<file path="config.mk">
export PLATFORM = sky130hd
export DESIGN_NAME = exc_ctrl
export DESIGN_NICKNAME = d
export VERILOG_FILES = /design/src/rtl/exc_ctrl.sv
export SDC_FILE = /design/constraint.sdc
export NUM_CORES = 1
export LEC_CHECK = 0
export CORE_UTILIZATION = 37
export DETAILED_ROUTE_END_ITERATION = 8
export GPL_ROUTABILITY_DRIVEN = 1
export PLACE_DENSITY = 0.88
export SKIP_LAST_GASP = 1
export SLEW_MARGIN = 5
export SYNTH_ARGS = -nofsm -noshare
export SYNTH_HDL_FRONTEND = slang
export SYNTH_SLANG_ARGS = --single-unit
</file>
<file path="constraint.sdc">
create_clock -name clk -period 5.8 [get_ports clk]
set_clock_uncertainty 0.15 [all_clocks]
set_input_delay 1.16 -clock clk [delete_from_list [all_inputs] [get_ports clk]]
set_output_delay 1.16 -clock clk [all_outputs]
set_load 0.02 [all_outputs]
</file>
<file path="src/rtl/exc_ctrl.sv">
// Exception/interrupt sequencer at the M stage: entry/return redirect, interrupt pending and ack, entry counter.
// Optional EXC_CTRL_IRQ_EDGE_EN: rising-edge latched interrupts cleared by ack (default: level-following).
module exc_ctrl (
    input  logic        clk,
    input  logic        reset,
    input  logic [5:0]  hw_irq,
    input  logic [5:0]  sr_im,
    input  logic        m_valid,
    input  logic [4:0]  exc_code_m,
    input  logic        eret_m,
    input  logic        cp0_req,
    input  logic [31:0] epc,
    output logic [5:0]  hwint,
    output logic [5:0]  irq_ack,
    output logic        flush,
    output logic        npc_sel,
    output logic [31:0] npc,
    output logic        exl_clr,
    output logic [15:0] exc_count
);

    localparam logic [31:0] EXC_VECTOR = 32'h0000_4180;

    typedef enum logic [1:0] {
        RUN    = 2'd0,
        ENTER  = 2'd1,
        RETURN = 2'd2
    } state_t;

    state_t      state_r;
    logic [5:0]  pending_r;
    logic [2:0]  svc_r;
    logic        svc_vld_r;
    logic [15:0] exc_count_r;

    logic        accept_exc_s;
    logic        accept_eret_s;
    logic [5:0]  masked_s;
    logic [2:0]  svc_sel_s;
    logic [5:0]  ack_s;
    logic [5:0]  pend_nxt_s;

    // Bit 0 has the highest priority.
    function automatic logic [2:0] lowest_bit(input logic [5:0] v);
        casez (v)
            6'b?????1: lowest_bit = 3'd0;
            6'b????10: lowest_bit = 3'd1;
            6'b???100: lowest_bit = 3'd2;
            6'b??1000: lowest_bit = 3'd3;
            6'b?10000: lowest_bit = 3'd4;
            6'b100000: lowest_bit = 3'd5;
            default:   lowest_bit = 3'd0;
        endcase
    endfunction

    // Acceptance decode, interrupt selection and acknowledge vector.
    always_comb begin
        accept_exc_s  = !reset && (state_r == RUN) && m_valid && cp0_req;
        accept_eret_s = !reset && (state_r == RUN) && m_valid && eret_m && !cp0_req;
        masked_s      = pending_r & sr_im;
        svc_sel_s     = lowest_bit(masked_s);
        if ((state_r == ENTER) && svc_vld_r) begin
            ack_s = 6'b000001 << svc_r;
        end else begin
            ack_s = 6'b000000;
        end
    end

`ifdef EXC_CTRL_IRQ_EDGE_EN
    logic [5:0] hw_prev_r;

    // Previous interrupt levels for edge detection; tracks the lines even in reset so no false edge follows it.
    always_ff @(posedge clk) begin
        hw_prev_r <= hw_irq;
    end

    // Next pending: a new rising edge wins over the acknowledge clear.
    always_comb begin
        pend_nxt_s = (pending_r & ~ack_s) | (hw_irq & ~hw_prev_r);
    end
`else
    // Next pending: simply follows the device lines.
    always_comb begin
        pend_nxt_s = hw_irq;
    end
`endif

    // Same-cycle redirect outputs (Mealy) and gated acknowledge.
    always_comb begin
        flush   = 1'b0;
        npc_sel = 1'b0;
        exl_clr = 1'b0;
        npc     = EXC_VECTOR;
        if (accept_exc_s) begin
            flush   = 1'b1;
            npc_sel = 1'b1;
        end else if (accept_eret_s) begin
            flush   = 1'b1;
            npc_sel = 1'b1;
            exl_clr = 1'b1;
            npc     = epc;
        end else begin
            flush   = 1'b0;
            npc_sel = 1'b0;
        end
        if (reset) begin
            irq_ack = 6'b000000;
        end else begin
            irq_ack = ack_s;
        end
    end

    // Control FSM, pending register, serviced-interrupt latch and entry counter.
    always_ff @(posedge clk) begin
        if (reset) begin
            state_r     <= RUN;
            pending_r   <= 6'b000000;
            svc_r       <= 3'd0;
            svc_vld_r   <= 1'b0;
            exc_count_r <= 16'h0000;
        end else begin
            pending_r <= pend_nxt_s;
            case (state_r)
                RUN: begin
                    if (accept_exc_s) begin
                        state_r <= ENTER;
                        if (exc_code_m == 5'd0) begin
                            svc_r     <= svc_sel_s;
                            svc_vld_r <= |masked_s;
                        end else begin
                            svc_vld_r <= 1'b0;
                        end
                    end else if (accept_eret_s) begin
                        state_r <= RETURN;
                    end else begin
                        state_r <= RUN;
                    end
                end
                ENTER: begin
                    state_r   <= RUN;
                    svc_vld_r <= 1'b0;
                end
                RETURN:  state_r <= RUN;
                default: state_r <= RUN;
            endcase
            if (accept_exc_s && (exc_count_r != 16'hFFFF)) begin
                exc_count_r <= exc_count_r + 16'd1;
            end else begin
                exc_count_r <= exc_count_r;
            end
        end
    end

    assign hwint     = pending_r;
    assign exc_count = exc_count_r;

endmodule

</file>
==> flow_metrics.py <==
metrics = {
    "pwr": {
        "p_per_area_mw_per_mm2": 152,
        "leakage_nw": 1.09,
        "peakVddDrop_uv": 102,
        "power_uw": 432,
    },
    "drt": {
        "wirelength_mm": 4.66,
        "wl_per_cell_um": 13.4,
        "drc": 0,
        "vias": 1697,
        "via_per_inst": 4.89,
        "drtIter0Drc": 27,
        "antenna_left": 0,
        "drtPass1Iterations": 4,
    },
    "timing": {
        "hold_violations": 0,
        "slew_viol_final": 0,
        "fin_hold_ws_ns": 0.337,
        "slew_headroom": 0.453,
        "fmaxAchievable_mhz": 204,
        "finalWorstSetupSlack_ns": 0.891,
        "setup_viol": 0,
        "worst_slew_pin_slew_ns": 0.820,
        "tns_ns": 0,
        "period_share": 0.846,
        "rsz0062_at_grt": "no",
        "fin_crit_ns": 4.91,
    },
    "place": {
        "dp.cells": 343,
        "place_area_sq_mm": 0.00277,
        "pre_cts_slack_ns": 0.844,
        "io_buffers": 116,
        "post-dp-hpwl_mm": 3.71,
        "place.gp.congestion": 0.849,
    },
    "run_status": {
        "outcome": "finished, final reports clean",
    },
    "floorplanning": {
        "core.rowCount": 23,
        "start_util": 0.390,
        "dieArea_sq_mm": 0.00451,
        "io_pins": 117,
        "die_y_um": 67.1,
        "core_sq_mm": 0.00403,
        "fp.dieW_um": 67.1,
    },
    "setup_path": {
        "crit_family": "simple AND/OR/NAND/NOR gates",
        "crit_path_end_kind": "primary output",
        "cp_max_fo": 33,
        "r2r_slack_ns": 3.81,
        "reg2reg_depth": 6,
        "worst_ep_arrival_time_ns": 3.60,
        "critical_path.max_stage_delay_ns": 0.76,
        "crit_chain": "clkdlybuf4s50_1 > nor4b_4 > and3b_1 > and2_1 > clkdlybuf4s50_1",
        "crit_top_cell": "clkdlybuf4s50_1",
        "critPathRequiredTime_ns": 4.49,
        "startpoint_type": "primary input",
        "path_class": "in2out",
        "crit_buf_inv": 2,
        "r2r-end": "exc_count[5]",
        "r2r_start": "exc_count[0]",
        "cpMaxStageDelayCell": "and3b_1",
    },
    "clocking": {
        "cts_num_sinks": 28,
        "root_buffer": "clkbuf_8",
        "clk_latency_ns": 0.28,
        "cts-resized-gates": 0,
        "post-cts-setup-buffers": 0,
        "cts_tree": "done",
        "clockBufferDepth": 2,
        "cts-hold-fix-buffers": 0,
        "ctsHtreeMaxLevel": 1,
        "cts_made_buffers": 3,
        "clk_pin_slew_ns": 0.09,
    },
    "cells_and_area": {
        "diodes": 0,
        "multi_input_area_sq_um": 968,
        "final_layout_size_suffix_gt1_frac": 0.0606,
        "fill_cells": 325,
        "seqCellArea_sq_um": 561,
        "instances_no_fill": 347,
        "final_util": 0.706,
        "design_area_sq_mm": 0.00284,
        "finalNetCount": 353,
        "areaGrowthSynthToFinish_pct": 81.0,
    },
    "synthesis": {
        "synthTopCellsByArea": "dfxtp_1 (36%), and2_1 (13%), nor2_1 (4.8%)",
        "synthCells": 183,
        "ys.flop_type": "dfxtp_1",
        "synth_cell_type_count": 43,
        "synth-edff-count": 0,
        "synth_most_common_cell": "and2_1",
        "yosysWarnings": 0,
        "yosys.area.top_type_share": 0.357,
        "ys_seq_elements": 28,
        "synthArstFlopShare": 0,
        "seq_area_frac_synth": 0.357,
        "yosysTopAreaCell": "dfxtp_1",
        "synth_commonest_cells": "and2_1 (33), dfxtp_1 (28), nor2_1 (20), nand2_1 (10), nor2b_1 (9)",
        "syn_area_per_cell_sq_um": 8.58,
        "syn_nets": 238,
        "syn_area_sq_mm": 0.00157,
    },
    "grt": {
        "antenna_found_initial": 0,
        "grt_pass1_wl_mm": 6.91,
        "grt_overflow": 0,
        "grt_util_all_layers": 0.202,
        "first_global_vias": 1541,
        "grt_start_max_net_pins": 34,
    },
    "hold_path": {
        "whs_path_depth": 2,
        "min_path_type": "reg2reg",
        "hp-start": "svc_r[1]",
        "min_to": "svc_r[1]",
    },
    "run": {
        "cap_violations": 0,
    },
}
==> registers in the layout, summed over array words and instances (netlist names) <==
| name | count |
|---|---|
| exc_count | 16 |
| hwint | 6 |
| svc_r | 3 |
| state_r | 2 |
| svc_vld_r | 1 |
==> worst reg2reg max path, stage by stage, from the launching register on <==
cell and delay, ns:
dfxtp_1 0.35, ha_1 0.27, and2_1 0.19, and4_1 0.24, a21oi_2 0.35, a21oi_1 0.11, a31o_2 0.23
==> cell type report <==
| class | instances | share of cell area |
|---|---|---|
| Timing Repair Buffer | 117 | 0.411 |
| Tap cell | 50 | 0.0220 |
| Clock inverter | 1 | 0.0106 |
| Multi-Input combinational cell | 145 | 0.341 |
| Sequential cell | 28 | 0.197 |
| Inverter | 3 | 0.00396 |
| Clock buffer | 3 | 0.0145 |
==> routing by layer <==
layer,part of all wire,GRT usage,wire length [um],vias to the layer above
met5,0,0,0,-
met2,0.50,0.389,2330,67
li1,-,-,-,853
met4,0.0099,0.0585,46,0
met3,0.10,0.0507,470,5
met1,0.39,0.212,1820,772
==> cell usage in the layout (no fill, tap or decap), drive strengths merged, types with 3 or more instances in the layout <==
cell           count
clkbuf             3
nand3              4
dfxtp             28
and4               6
mux2i              4
nor2              20
nor2b              9
xnor2              5
a21oi              7
nand2             11
and3b              3
and2              33
nand2b             8
nand4              4
inv                3
nor3               6
clkdlybuf4s50    116
==> kinds of logic after synthesis <==
| kind of cell | synth area share |
|---|---|
| AOI/OAI and AO/OA | 0.0821 |
| xor gates and xnor gates | 0.0390 |
| adders and majority gates | 0.00797 |
| buffers and inverters | 0.0263 |
| DFF | 0.357 |
| muxes | 0.0422 |
| and+or+nand+nor | 0.445 |
==> worst max path at each step <==
stage	from	to	slack (ns)	cells after the start
floorplan	reset	npc[22]	2.07	4
global placement	reset	npc[20]	0.88	5
detailed placement	reset	npc[20]	0.84	5
CTS	reset	npc[20]	0.85	5
global route	reset	npc[20]	0.72	5
finish	reset	npc[20]	0.89	5
==> power by group <==
group / internal [mW] / leakage [nW] / switching (mW) / total, mW
Sequential: 0.195 / 0.227 / 0.00275 / 0.198
Combinational: 0.0523 / 0.823 / 0.0285 / 0.0808
Clock: 0.0925 / 0.0357 / 0.0608 / 0.153
Power figures use the tool's default switching activity.
